### config.mk
export PLATFORM = sky130hd
export DESIGN_NAME = arq_tx_ctrl
export DESIGN_NICKNAME = d
export VERILOG_FILES = /design/src/rtl/arq_tx_ctrl.sv
export SDC_FILE = /design/constraint.sdc
export NUM_CORES = 1
export LEC_CHECK = 0
export CORE_ASPECT_RATIO = 0.7
export CORE_MARGIN = 1.5
export CORE_UTILIZATION = 45
export DETAILED_ROUTE_END_ITERATION = 10
export GPL_ROUTABILITY_DRIVEN = 0
export GPL_TIMING_DRIVEN = 0
export PLACE_DENSITY_LB_ADDON = 0.12
export SYNTH_ARGS = -nofsm -noshare
export SYNTH_HDL_FRONTEND = slang
export SYNTH_SLANG_ARGS = --single-unit
export TNS_END_PERCENT = 5
### constraint.sdc
create_clock -name i_clk -period 7.7 [get_ports i_clk]
set_input_delay 0.77 -clock i_clk [delete_from_list [all_inputs] [get_ports i_clk]]
set_output_delay 0.77 -clock i_clk [all_outputs]
set_load 0.01 [all_outputs]
### src/rtl/arq_tx_ctrl.sv
// -----------------------------------------------------------------------------
// arq_tx_ctrl
// Transmit-side ARQ controller. Counts frames sent but not yet acknowledged,
// blocks new payload mapping when the window is full or a replay is active,
// and triggers replay of the outstanding frames on NACK or ACK timeout. After
// MAX_RETRY consecutive replays without an ACK the link is declared failed.
//
// Ports
//   i_clk               clock, all state on the rising edge
//   i_rst_n             asynchronous active-low reset
//   i_arq_en            ARQ enable; low forces IDLE with everything cleared
//   i_frame_fas         pulse: first byte of a frame left the mapper
//   i_ack               pulse: oldest outstanding frame received good
//   i_nack              pulse: oldest outstanding frame failed CRC
//   i_replay_done       pulse: record FIFO finished replaying
//   o_line_retrans_req  high blocks new payload mapping
//   o_replay_start      one-cycle pulse that starts a replay
//   o_outstanding       number of unacknowledged frames
//   o_window_full       o_outstanding >= WINDOW
//   o_retry_cnt         consecutive replays since the last ACK
//   o_link_fail         sticky link-failure flag
// -----------------------------------------------------------------------------
module arq_tx_ctrl #(
   parameter int unsigned WINDOW      = 4,
   parameter int unsigned TIMEOUT_CYC = 16384,
   parameter int unsigned MAX_RETRY   = 3
) (
   input  logic       i_clk,
   input  logic       i_rst_n,
   input  logic       i_arq_en,
   input  logic       i_frame_fas,
   input  logic       i_ack,
   input  logic       i_nack,
   input  logic       i_replay_done,
   output logic       o_line_retrans_req,
   output logic       o_replay_start,
   output logic [3:0] o_outstanding,
   output logic       o_window_full,
   output logic [3:0] o_retry_cnt,
   output logic       o_link_fail
);

   typedef enum logic [2:0] {
      S_IDLE,
      S_RUN,
      S_REPLAY_REQ,
      S_REPLAY,
      S_FAIL
   } state_e;

   localparam logic [3:0]  WINDOW_C     = 4'(WINDOW);
   localparam logic [3:0]  MAX_RETRY_C  = 4'(MAX_RETRY);
   localparam logic [19:0] TIMEOUT_LAST = 20'(TIMEOUT_CYC - 1);

   state_e      state_q, state_d;
   logic [3:0]  outstanding_q, outstanding_d;
   logic [3:0]  retry_q, retry_d;
   logic [19:0] timer_q, timer_d;
   logic        window_full_q, window_full_d;
   logic        retrans_q, retrans_d;
   logic        replay_start_q, replay_start_d;
   logic        link_fail_q, link_fail_d;

   logic has_out;
   logic ack_ok;
   logic timeout;
   logic sat;

   assign has_out = (outstanding_q != 4'd0);
   assign ack_ok  = i_ack && has_out;        // ACK with nothing outstanding is dropped
   assign sat     = (outstanding_q == 4'd15);
   // An ACK landing on the expiry cycle means the frame made it; no replay.
   assign timeout = has_out && (timer_q == TIMEOUT_LAST) && !i_ack;

   // NOTE: every variable gets a default at the top of the block so no path
   // leaves one unassigned, which would otherwise infer a latch.
   always_comb begin
      state_d       = state_q;
      outstanding_d = outstanding_q;
      retry_d       = retry_q;
      timer_d       = '0;

      case (state_q)
         S_IDLE: begin
            if (i_arq_en) state_d = S_RUN;
         end

         S_RUN: begin
            if ((i_nack && has_out) || timeout) begin
               // NACK wins over a same-cycle ACK; a new frame still counts.
               if (retry_q == MAX_RETRY_C) begin
                  state_d = S_FAIL;
               end else begin
                  state_d = S_REPLAY_REQ;
                  retry_d = retry_q + 4'd1;
               end
               if (i_frame_fas && !sat) outstanding_d = outstanding_q + 4'd1;
            end else begin
               case ({i_frame_fas, ack_ok})
                  2'b10:   if (!sat) outstanding_d = outstanding_q + 4'd1;
                  2'b01:   outstanding_d = outstanding_q - 4'd1;
                  default: outstanding_d = outstanding_q;
               endcase
               if (ack_ok) retry_d = '0;
               // Timer runs only while something is in flight and unacknowledged.
               if (has_out && !ack_ok) timer_d = timer_q + 20'd1;
            end
         end

         S_REPLAY_REQ, S_REPLAY: begin
            // Frames leaving the mapper here are replays, not new frames.
            if (ack_ok) begin
               outstanding_d = outstanding_q - 4'd1;
               retry_d       = '0;
            end
            if (state_q == S_REPLAY_REQ) state_d = S_REPLAY;
            else if (i_replay_done)      state_d = S_RUN;
         end

         S_FAIL: begin
            state_d = S_FAIL;
         end

         default: state_d = S_IDLE;
      endcase

      if (!i_arq_en) begin
         state_d       = S_IDLE;
         outstanding_d = '0;
         retry_d       = '0;
         timer_d       = '0;
      end

      window_full_d  = (outstanding_d >= WINDOW_C);
      retrans_d      = window_full_d ||
                       (state_d inside {S_REPLAY_REQ, S_REPLAY, S_FAIL});
      replay_start_d = (state_d == S_REPLAY_REQ);
      link_fail_d    = (state_d == S_FAIL);
   end

   // NOTE: sequential state uses non-blocking assignments so every flop
   // samples the pre-edge values regardless of statement order.
   always_ff @(posedge i_clk or negedge i_rst_n) begin
      if (!i_rst_n) begin
         state_q        <= S_IDLE;
         outstanding_q  <= '0;
         retry_q        <= '0;
         timer_q        <= '0;
         window_full_q  <= 1'b0;
         retrans_q      <= 1'b0;
         replay_start_q <= 1'b0;
         link_fail_q    <= 1'b0;
      end else begin
         state_q        <= state_d;
         outstanding_q  <= outstanding_d;
         retry_q        <= retry_d;
         timer_q        <= timer_d;
         window_full_q  <= window_full_d;
         retrans_q      <= retrans_d;
         replay_start_q <= replay_start_d;
         link_fail_q    <= link_fail_d;
      end
   end

   assign o_line_retrans_req = retrans_q;
   assign o_replay_start     = replay_start_q;
   assign o_outstanding      = outstanding_q;
   assign o_window_full      = window_full_q;
   assign o_retry_cnt        = retry_q;
   assign o_link_fail        = link_fail_q;

endmodule

Word-level counts from Yosys, hierarchy flattened:

Index checks and enable logic that the tools add are counted.

* equal/unequal tests: 14
* mux-type cells: 22
* magnitude comparators: 1
* reductions and logical operators: 16
* add/sub/neg operators: 4

Operator list (count)
* 20-bit two-way mux: 4
* 4-bit two-way mux: 9
* 4-bit one-hot mux with 2 select lines: 3
* 20-bit by 1-bit adder with 20-bit output (second input constant): 1
* 20-bit by 14-bit equality test with 1-bit output (second input constant): 1
* 3-bit two-way mux: 5
* 3-bit by 2-bit equality test with 1-bit output (second input constant): 4
* 3-bit one-hot mux with 4 select lines: 1
* 4-bit by 1-bit adder with 4-bit output (second input constant): 2
* 3-bit equality test (second input constant): 2
* 1-bit logical AND: 6
* 4-bit by 2-bit equality test with 1-bit output (second input constant): 1
* 4-bit equality test (second input constant): 1
* 4-bit by 3-bit >= comparator with 1-bit output (second input constant): 1
* 4-bit inequality test (second input constant): 1
* 4-bit nonzero test: 1
* 4-bit by 1-bit subtractor with 4-bit output (second input constant): 1
* 3-bit by 1-bit equality test with 1-bit output (second input constant): 1
* 1-bit zero test: 3
* 3-bit zero test: 1
* 3-bit by 1-bit inequality test with 1-bit output (second input constant): 1
* 3-bit nonzero test: 1
* 2-bit by 1-bit equality test with 1-bit output (second input constant): 1
* 2-bit equality test (second input constant): 1
* 3 further kinds: 4

* output and inout port bits: 12
* input port bits: 7
* bits in registers: 35
* word-level logic and storage cells: 65

Depth between registers and ports, before layout:

Gate-level depths: netlist of the first run.

* depth after elaboration: 10
* gate-level depth with buffers: 13
* depth with buffers taken out: 12

Worst setup path before layout of the first run:

No wires, ideal clock.

* kind: reg-to-reg
* from: register outstanding_q[0], in the netlist o_outstanding[0]
* to: register retrans_q, in the netlist o_line_retrans_req
* clock period less this slack: 3050 ps
* data arrival time: 2911 ps
* required time: 7561 ps
* library setup time: 139 ps
* buffers on the path: 1
* setup slack: 4650 ps
* cell stages (with the launch flop): 14
* cell sequence: dfrtp_1 > clkbuf_1 > inv_1 > ha_1 > or3b_4 > nand2_1 > inv_1 > ha_1 > inv_1 > a41oi_1 > o221ai_1 > nand4_1 > nand3_2 > or4b_1

* elaborated cells on any way between the ends: 29
* classes of those cells: add/sub (2); order compare (1); eq/ne (6); mux (10); reduce/logical (10)

RTL lines
* start, declared: line 56 `logic [3:0] outstanding_q, outstanding_d;`
* start signal, assigned: line 155 `outstanding_q <= outstanding_d;`
* parallel branches: the longest is 5 deep, another holds 4-bit by 1-bit adder with 4-bit output
* 4-bit one-hot mux with 2 select lines *: line 83 `case (state_q)`
* 4-bit two-way mux *: line 127 `if (!i_arq_en) begin`
* named net outstanding_d[3]: line 56
* 4-bit by 3-bit >= comparator with 1-bit output *: line 134 `window_full_d = (outstanding_d >= WINDOW_C);`
* 1-bit logical OR *: line 135 `retrans_d = window_full_d ||`
* named net retrans_d: line 60 `logic retrans_q, retrans_d;`
* end signal, assigned: line 159 `retrans_q <= retrans_d;`
* end, declared: line 60

Mark *: on every way through the listed nets, which the timed path passes.
A chain may end at the register's enable or synchronous reset.

Final worst setup path of the first run:

* from: register outstanding_q[0], in the netlist o_outstanding[0]
* to: register retrans_q, in the netlist o_line_retrans_req

* longest elaborated chain between the ends: 10
* elaborated cells on any way between the ends: 29
* classes of those cells: add/sub (2); order compare (1); eq/ne (6); mux (10); reduce/logical (10)

RTL lines (line)
* parallel branches: the longest is 9 deep, another holds 4-bit by 1-bit adder with 4-bit output
* 1-bit logical OR *: 135
* named net retrans_d: 60

Marks and branches as above.

==> key figures, run 1 <==
Status
  – Status: finished, final reports clean

Drt
  – DRT Wirelength: 4.60 mm
  – Routed Antenna Nets: 0
  – Detailed Route Iter0 Violations: 150
  – Routed vias: 1766
  – Vias per cell: roughly 5.5
  – Drc violations: 0
  – DR WL/cell: 14.3 um
  – First-pass DRT Iterations: 4

Synth
  – Top post-synthesis cells by area: dfrtp_1 (42%), nor2_1 (6.6%), nand3_1 (4.3%)
  – Post-Synthesis Cells: between 200 and 250
  – Mux cell area share after synthesis: less than 1%
  – Seq/Total Area, Yosys: 41.8%
  – Largest family of logic cells by synthesized area: simple AND/OR/NAND/NOR gates
  – Synth Warn #: 0
  – Mapped cell area: between 0.002 and 0.0025 mm2
  – Avg Inst Size Synth: roughly 8.7 um2
  – Share of synthesized registers carrying an async set or reset: between 90% and 100%
  – Post-synth cell types: 47
  – Top_reg_cell synth: dfrtp_1
  – Simple-Gate Fraction of Synth Area: around 28%
  – Synth cell count leaders: nor2_1 (37), dfrtp_1 (35), nand3_1 (18)
  – Most numerous cell in the Yosys netlist: nor2_1
  – Synth area leader: dfrtp_1
  – Synth Area in Compound Gates: approximately 14%
  – Area share of the largest cell type after synthesis: roughly two fifths
  – EDFF count, synth: 0
  – Synth Area in XOR/XNOR: just under 8%
  – Syn nets: approximately 250
  – Post-synthesis adder-cell area fraction: between 3 and 4%
  – #FFs+latches synth: 35

Setup path
  – Worst path arrival time: 3.69 ns
  – Worst-path maximum fanout: 10
  – Worst path cell trace: clkbuf_1 -> inv_1 -> ha_1 -> or3b_4 -> nand2_1 -> inv_1 -> ha_1 -> a221oi_1 -> a31oi_1 -> o221ai_1 -> nor2_1 -> nor3_1 -> or4b_1
  – CP top delay family: simple AND/OR/NAND/NOR gates
  – Levels on crit path: 13
  – Critical path class: reg -> reg
  – Startpoint types: flop
  – Critical-path top delay cell: or4b_1
  – CP peak stage delay: between 0.4 and 0.5 ns
  – Buf+Inv Stages, Crit Path: 3
  – Reg2Reg Depth: 13
  – Crit. End Element: flop
  – Worst EP required: 7.86 ns

GRT
  – Vias in the first global route: roughly 1700
  – Initial antenna violation count: 0
  – Tot GR Track Use: ~20%
  – First-pass GRT wire length: ~8 mm
  – Grt total ovfl: 0
  – Largest net degree at the start of global routing: 36

Placed design
  – Placed Cells: 313
  – I/O Buffers: 18
  – DP Wirelength: ~3.3 mm
  – DP Area: around 0.0023 mm2

CTS
  – Root buffer cell: clkbuf_8
  – Clock latency on the worst-skew pair: roughly 0.29 ns
  – Clk pin slew, worst setup/hold paths: 0.07 ns
  – Clock Tree Buf Depth: 2
  – CTS Hold Bufs: 0
  – Postcts setup bufs: 0
  – TritonCTS clock tree: yes
  – Total CTS buffers: 5
  – Count of clock tree sinks: 35
  – CTS H-tree depth: 2
  – Post-CTS Resized: 0

Timing
  – Min Tclk post-route: between 3 and 4 ns
  – Final Hold Viols: 0
  – Clock skew: 0.00491 ns
  – Unrepaired setup endpoints after global routing: no
  – Post-Route Hold Slack: between 0.4 and 0.5 ns
  – Fmax: 283 MHz
  – Period utilisation layout: a little under half
  – Max_slew headroom: approximately half
  – Worst Tran Pin Value: ~0.77 ns
  – Setup tns final: 0 ns
  – Fin. max-slew vios: 0
  – Final setup violation count: 0

Power and ir drop
  – Maximum vdd drop: roughly 170 uV
  – Design Power: just over 0.6 mW
  – Pwr Density: about 250 mW/mm2
  – Static Leak: 1.04 nW

Layout
  – Post-route cell area: ~0.0024 mm2
  – FILL cells: 418
  – Nets: 278
  – Area delta synth->final: 17.0%
  – Antenna cells: 0
  – Multi-input combinational cell area: 0.00112 mm2
  – Non-filler instance count after layout: about 320
  – Share of layout cells above drive strength 1: 6.77%
  – Reg area: between 800 and 900 um2

Floorplanning
  – Rows: 20
  – Die W: about 85 um
  – Die area: between 0.005 and 0.006 mm2
  – I/O Pins: 19
  – Starting Density: between 40% and 50%
  – Total core area: approximately 0.0044 mm2
  – Die span in y: ~60 um

Hold path
  – Tightest Hold Check Type: reg -> reg
  – Hold Crit Depth: 1

Run
  – MaxCap Viol Count: 0
layer usage:
metal  track usage, %  share of wire [%]  up-vias
li1                 -                  -      893
met1             32.4                 57      821
met2             26.3                 36       45
met3             5.11                5.5        7
met4             7.83                1.2        0
met5                0                  0        -
flip-flops by register name (all words and copies together) (netlist names):
signal and cells:
timer_q 20, o_outstanding 4, o_retry_cnt 4, state_q 3, o_line_retrans_req 1, o_link_fail 1
o_replay_start 1, o_window_full 1
path summary, 6_finish.rpt:
path / from / endpoint / slack, ns
max: o_outstanding[0] / o_line_retrans_req / 4.17
min: timer_q[0] / timer_q[0] / 0.50
max reg2reg: o_outstanding[0] / o_line_retrans_req / 4.17
min reg2reg: timer_q[0] / timer_q[0] / 0.50
max in group asynchronous: i_rst_n / state_q[0] / 6.67
min in group asynchronous: i_rst_n / timer_q[12] / 0.55
layout make-up:
cell class,count,share of cell area [%]
Clock buffer,5,2.81
Inverter,13,1.99
Timing Repair Buffer,18,7.15
Multi-Input combinational cell,182,45.9
Sequential cell,35,35.8
Clock inverter,3,1.79
Tap cell,55,2.81
Buffer,10,1.84
through the flow:
| stage | setup WS [ns] | utilization, % |
|---|---|---|
| finish | 4.17 | 55.6 |
| global route | 3.88 | 55.6 |
| CTS | 4.21 | 55.6 |
| detailed placement | 4.24 | 53.1 |
| global placement | 4.23 | 53.2 |
| floorplan | 4.65 | - |
power breakdown:
part / total [mW] / internal [mW] / leakage, nW / switching, mW
clock network: 0.165 / 0.0963 / 0.0581 / 0.0691
registers: 0.208 / 0.198 / 0.484 / 0.0106
logic: 0.231 / 0.0959 / 0.493 / 0.136
logic make-up after synthesis:
kind of cell	Yosys count
XOR/XNOR	19
buffers and inverters	23
AND/OR/NAND/NOR	112
flip-flops	35
AO/OA/AOI/OAI	44
multiplexers	1
adder cells (fa/ha/maj)	6
cells in the final DEF, fill, tap and decap left out, types with 8 or more instances in the layout:
master,n
a21oi_1,14
xnor2_1,9
xor2_1,10
clkdlybuf4s50_1,17
o21ai_0,8
nor3_1,8
nand3_1,18
nor2_1,37
inv_1,13
clkbuf_1,9
nand2_1,17
dfrtp_1,35
(Power assumes the default switching activity.)
==> inputs of run 2 (changes only) <==
==> constraint.sdc (replaced) <==
create_clock -name i_clk -period 3.2 [get_ports i_clk]
set_input_delay 0.32 -clock i_clk [delete_from_list [all_inputs] [get_ports i_clk]]
set_output_delay 0.32 -clock i_clk [all_outputs]
set_load 0.01 [all_outputs]
==> run 2 against run 1 <==
Compared with the run above: combinational power rose to 2.6 times the previous value; register-to-register slack got worse by 4.0 ns; clock-buffer cell count stayed put; clock power up 140%; flip-flop and latch count unchanged; sequential power rose by 140%; maximum frequency grew 17%; largest power group unchanged; highest routed layer unchanged.
==> key figures, run 2 (synthesis results as in run 1) <==
Placed design
  – I/O Buffers: 18 (unchanged)
  – DP Wirelength: 3.31 mm (unchanged)

Timing
  – Max_slew headroom: 48.8% (was 48.9%)
  – Worst Tran Pin Value: 0.768 ns (was 0.767 ns)
  – Unrepaired setup endpoints after global routing: no (unchanged)
  – Min Tclk post-route: 3.00 ns (was 3.53 ns)
  – Final Hold Viols: 0 (unchanged)
  – Post-Route Hold Slack: 0.100 ns (was 0.498 ns)
  – Final setup violation count: 0 (unchanged)
  – Clock skew: 0.00603 ns (was 0.00491 ns)
  – Fin. max-slew vios: 0 (unchanged)
  – Period utilisation layout: 93.9% (was 45.8%)
  – Fmax: 333 MHz (was 283 MHz)

Setup path
  – Critical path class: reg -> reg (unchanged)
  – Crit. Startpoint: o_outstanding[1] (was o_outstanding[0])
  – Crit. End Element: flop (unchanged)
  – Worst path arrival time: 3.16 ns (was 3.69 ns)
  – Worst-path maximum fanout: 6 (was 10)
  – Worst r2r src: o_outstanding[1] (was o_outstanding[0])
  – Worst EP required: 3.36 ns (was 7.86 ns)
  – Startpoint types: flop (unchanged)
  – Reg2Reg Depth: 12 (was 13)

CTS
  – Count of clock tree sinks: 35 (unchanged)
  – TritonCTS clock tree: yes (unchanged)
  – CTS Hold Bufs: 0 (unchanged)
  – Clk pin slew, worst setup/hold paths: 0.07 ns (about the same)
  – Root buffer cell: clkbuf_8 (unchanged)
  – Total CTS buffers: 5 (unchanged)
  – Clock latency on the worst-skew pair: 0.29 ns (about the same)
  – CTS H-tree depth: 2 (unchanged)
  – Clock Tree Buf Depth: 2 (unchanged)

GRT
  – Largest net degree at the start of global routing: 36 (unchanged)
  – Grt total ovfl: 0 (unchanged)
  – Vias in the first global route: 1664 (was 1672)
  – First-pass GRT wire length: 8.13 mm (was 8.07 mm)
  – Initial antenna violation count: 0 (unchanged)
  – Tot GR Track Use: 20.7% (was 20.5%)

Drt
  – Detailed Route Iter0 Violations: 108 (was 150)
  – Drc violations: 0 (unchanged)
  – DRT Wirelength: 4.64 mm (was 4.60 mm)
  – Vias per cell: 5.53 (was 5.50)
  – Routed Antenna Nets: 0 (unchanged)
  – DR WL/cell: 14.5 um (was 14.3 um)
  – Routed vias: 1775 (was 1766)
  – First-pass DRT Iterations: 5 (was 4)

Layout
  – Commonest non-fill, non-tap cell in the layout: nor2_1 (unchanged)
  – Largest register FFs: 20 (unchanged)
  – Antenna cells: 0 (unchanged)
  – Share of layout cells above drive strength 1: 10.5% (was 6.77%)
  – Most frequent cells in the layout: nor2_1 (37), dfrtp_1 (33), nand3_1 (18) (was nor2_1 (37), dfrtp_1 (35), nand3_1 (18))
  – Final Util: 56.6% (was 55.6%)
  – Largest Register: timer_q (unchanged)
  – Nets: 278 (unchanged)
  – Area delta synth->final: 19.1% (was 17.0%)

Floorplanning
  – Total core area: 0.00440 mm2 (unchanged)
  – Die area: 0.00508 mm2 (unchanged)
  – Rows: 20 (unchanged)
  – I/O Pins: 19 (unchanged)
  – Die W: 84.5 um (unchanged)
  – Die span in y: 60.1 um (unchanged)
  – Starting Density: 47.5% (unchanged)

Status
  – Status: finished, final reports clean (unchanged)

Power and ir drop
  – Pwr Density: 606 mW/mm2 (was 247 mW/mm2)
  – Maximum vdd drop: 400 uV (was 166 uV)
  – Static Leak: 1.04 nW (about the same)

Hold path
  – Tightest Hold Check Type: in -> async (was reg -> reg)

Run
  – MaxCap Viol Count: 0 (unchanged)
-- run 2: final timing paths --
kind                                      end  slack [ns]
hold reg to reg                    timer_q[0]        0.50
min in group i_clk                 timer_q[0]        0.50
max in group asynchronous    o_outstanding[0]        2.57
setup reg to reg           o_line_retrans_req        0.20
setup / recovery           o_line_retrans_req        0.20
hold / removal                    timer_q[12]        0.10
-- run 2: cell type report --
| type | instances | area (um2) |
|---|---|---|
| plain buffers | 8 | 37.5 |
| clock buffers | 5 | 68.8 |
| clock inverters | 3 | 43.8 |
| fillers | 415 | 1910 |
| inverters | 13 | 48.8 |
| multi-input cells | 182 | 1160 |
| flip-flops and latches | 35 | 878 |
| well taps | 55 | 68.8 |
| repair buffers | 20 | 190 |
-- run 2: metal layers --
layer	up-vias	GRT usage (%)	part of all wire, %
li1	892	-	-
met1	829	32.8	56
met2	47	26.5	37
met3	7	5.11	5.2
met4	0	7.60	1.2
met5	-	0	0
-- run 2: per-stage QoR --
stage | std cells | total power, mW | setup TNS (ns) | worst slack [ns] | instance area, um2
after CTS | 319 | 1.47 | 0 | 0.0144 | 2450
after global routing | 321 | 1.60 | 0 | 0.0264 | 2490
after floorplan | 240 | 0.880 | 0 | 0.150 | 2090
final | 321 | 1.51 | 0 | 0.195 | 2490
after global placement | 313 | 1.06 | -0.324 | -0.273 | 2340
after detailed placement | 313 | 1.06 | -0.299 | -0.258 | 2340
-- run 2: where the power goes --
part,leakage [nW],switching [mW],internal [mW],total [mW]
clock network,0.0581,0.168,0.232,0.400
registers,0.481,0.0307,0.477,0.508
logic,0.503,0.336,0.266,0.602
-- run 2: critical path, cell delays in order (launching register included) --
cell      delay [ns]
dfrtp_2         0.44
inv_2           0.11
ha_4            0.18
or3b_4          0.42
nand2_2         0.14
inv_1           0.11
ha_4            0.29
inv_1           0.08
a41oi_1         0.22
o221ai_1        0.15
nand4_1         0.13
nand3_2         0.09
or4b_1          0.52
-- run 2: repair_timing --
| item | CTS | global route |
|---|---|---|
| gates resized for setup | 5 | 4 |
| pin swaps | 0 | 0 |
| setup buffers | 0 | 2 |
| endpoints found under the setup margin | 2 | 1 |
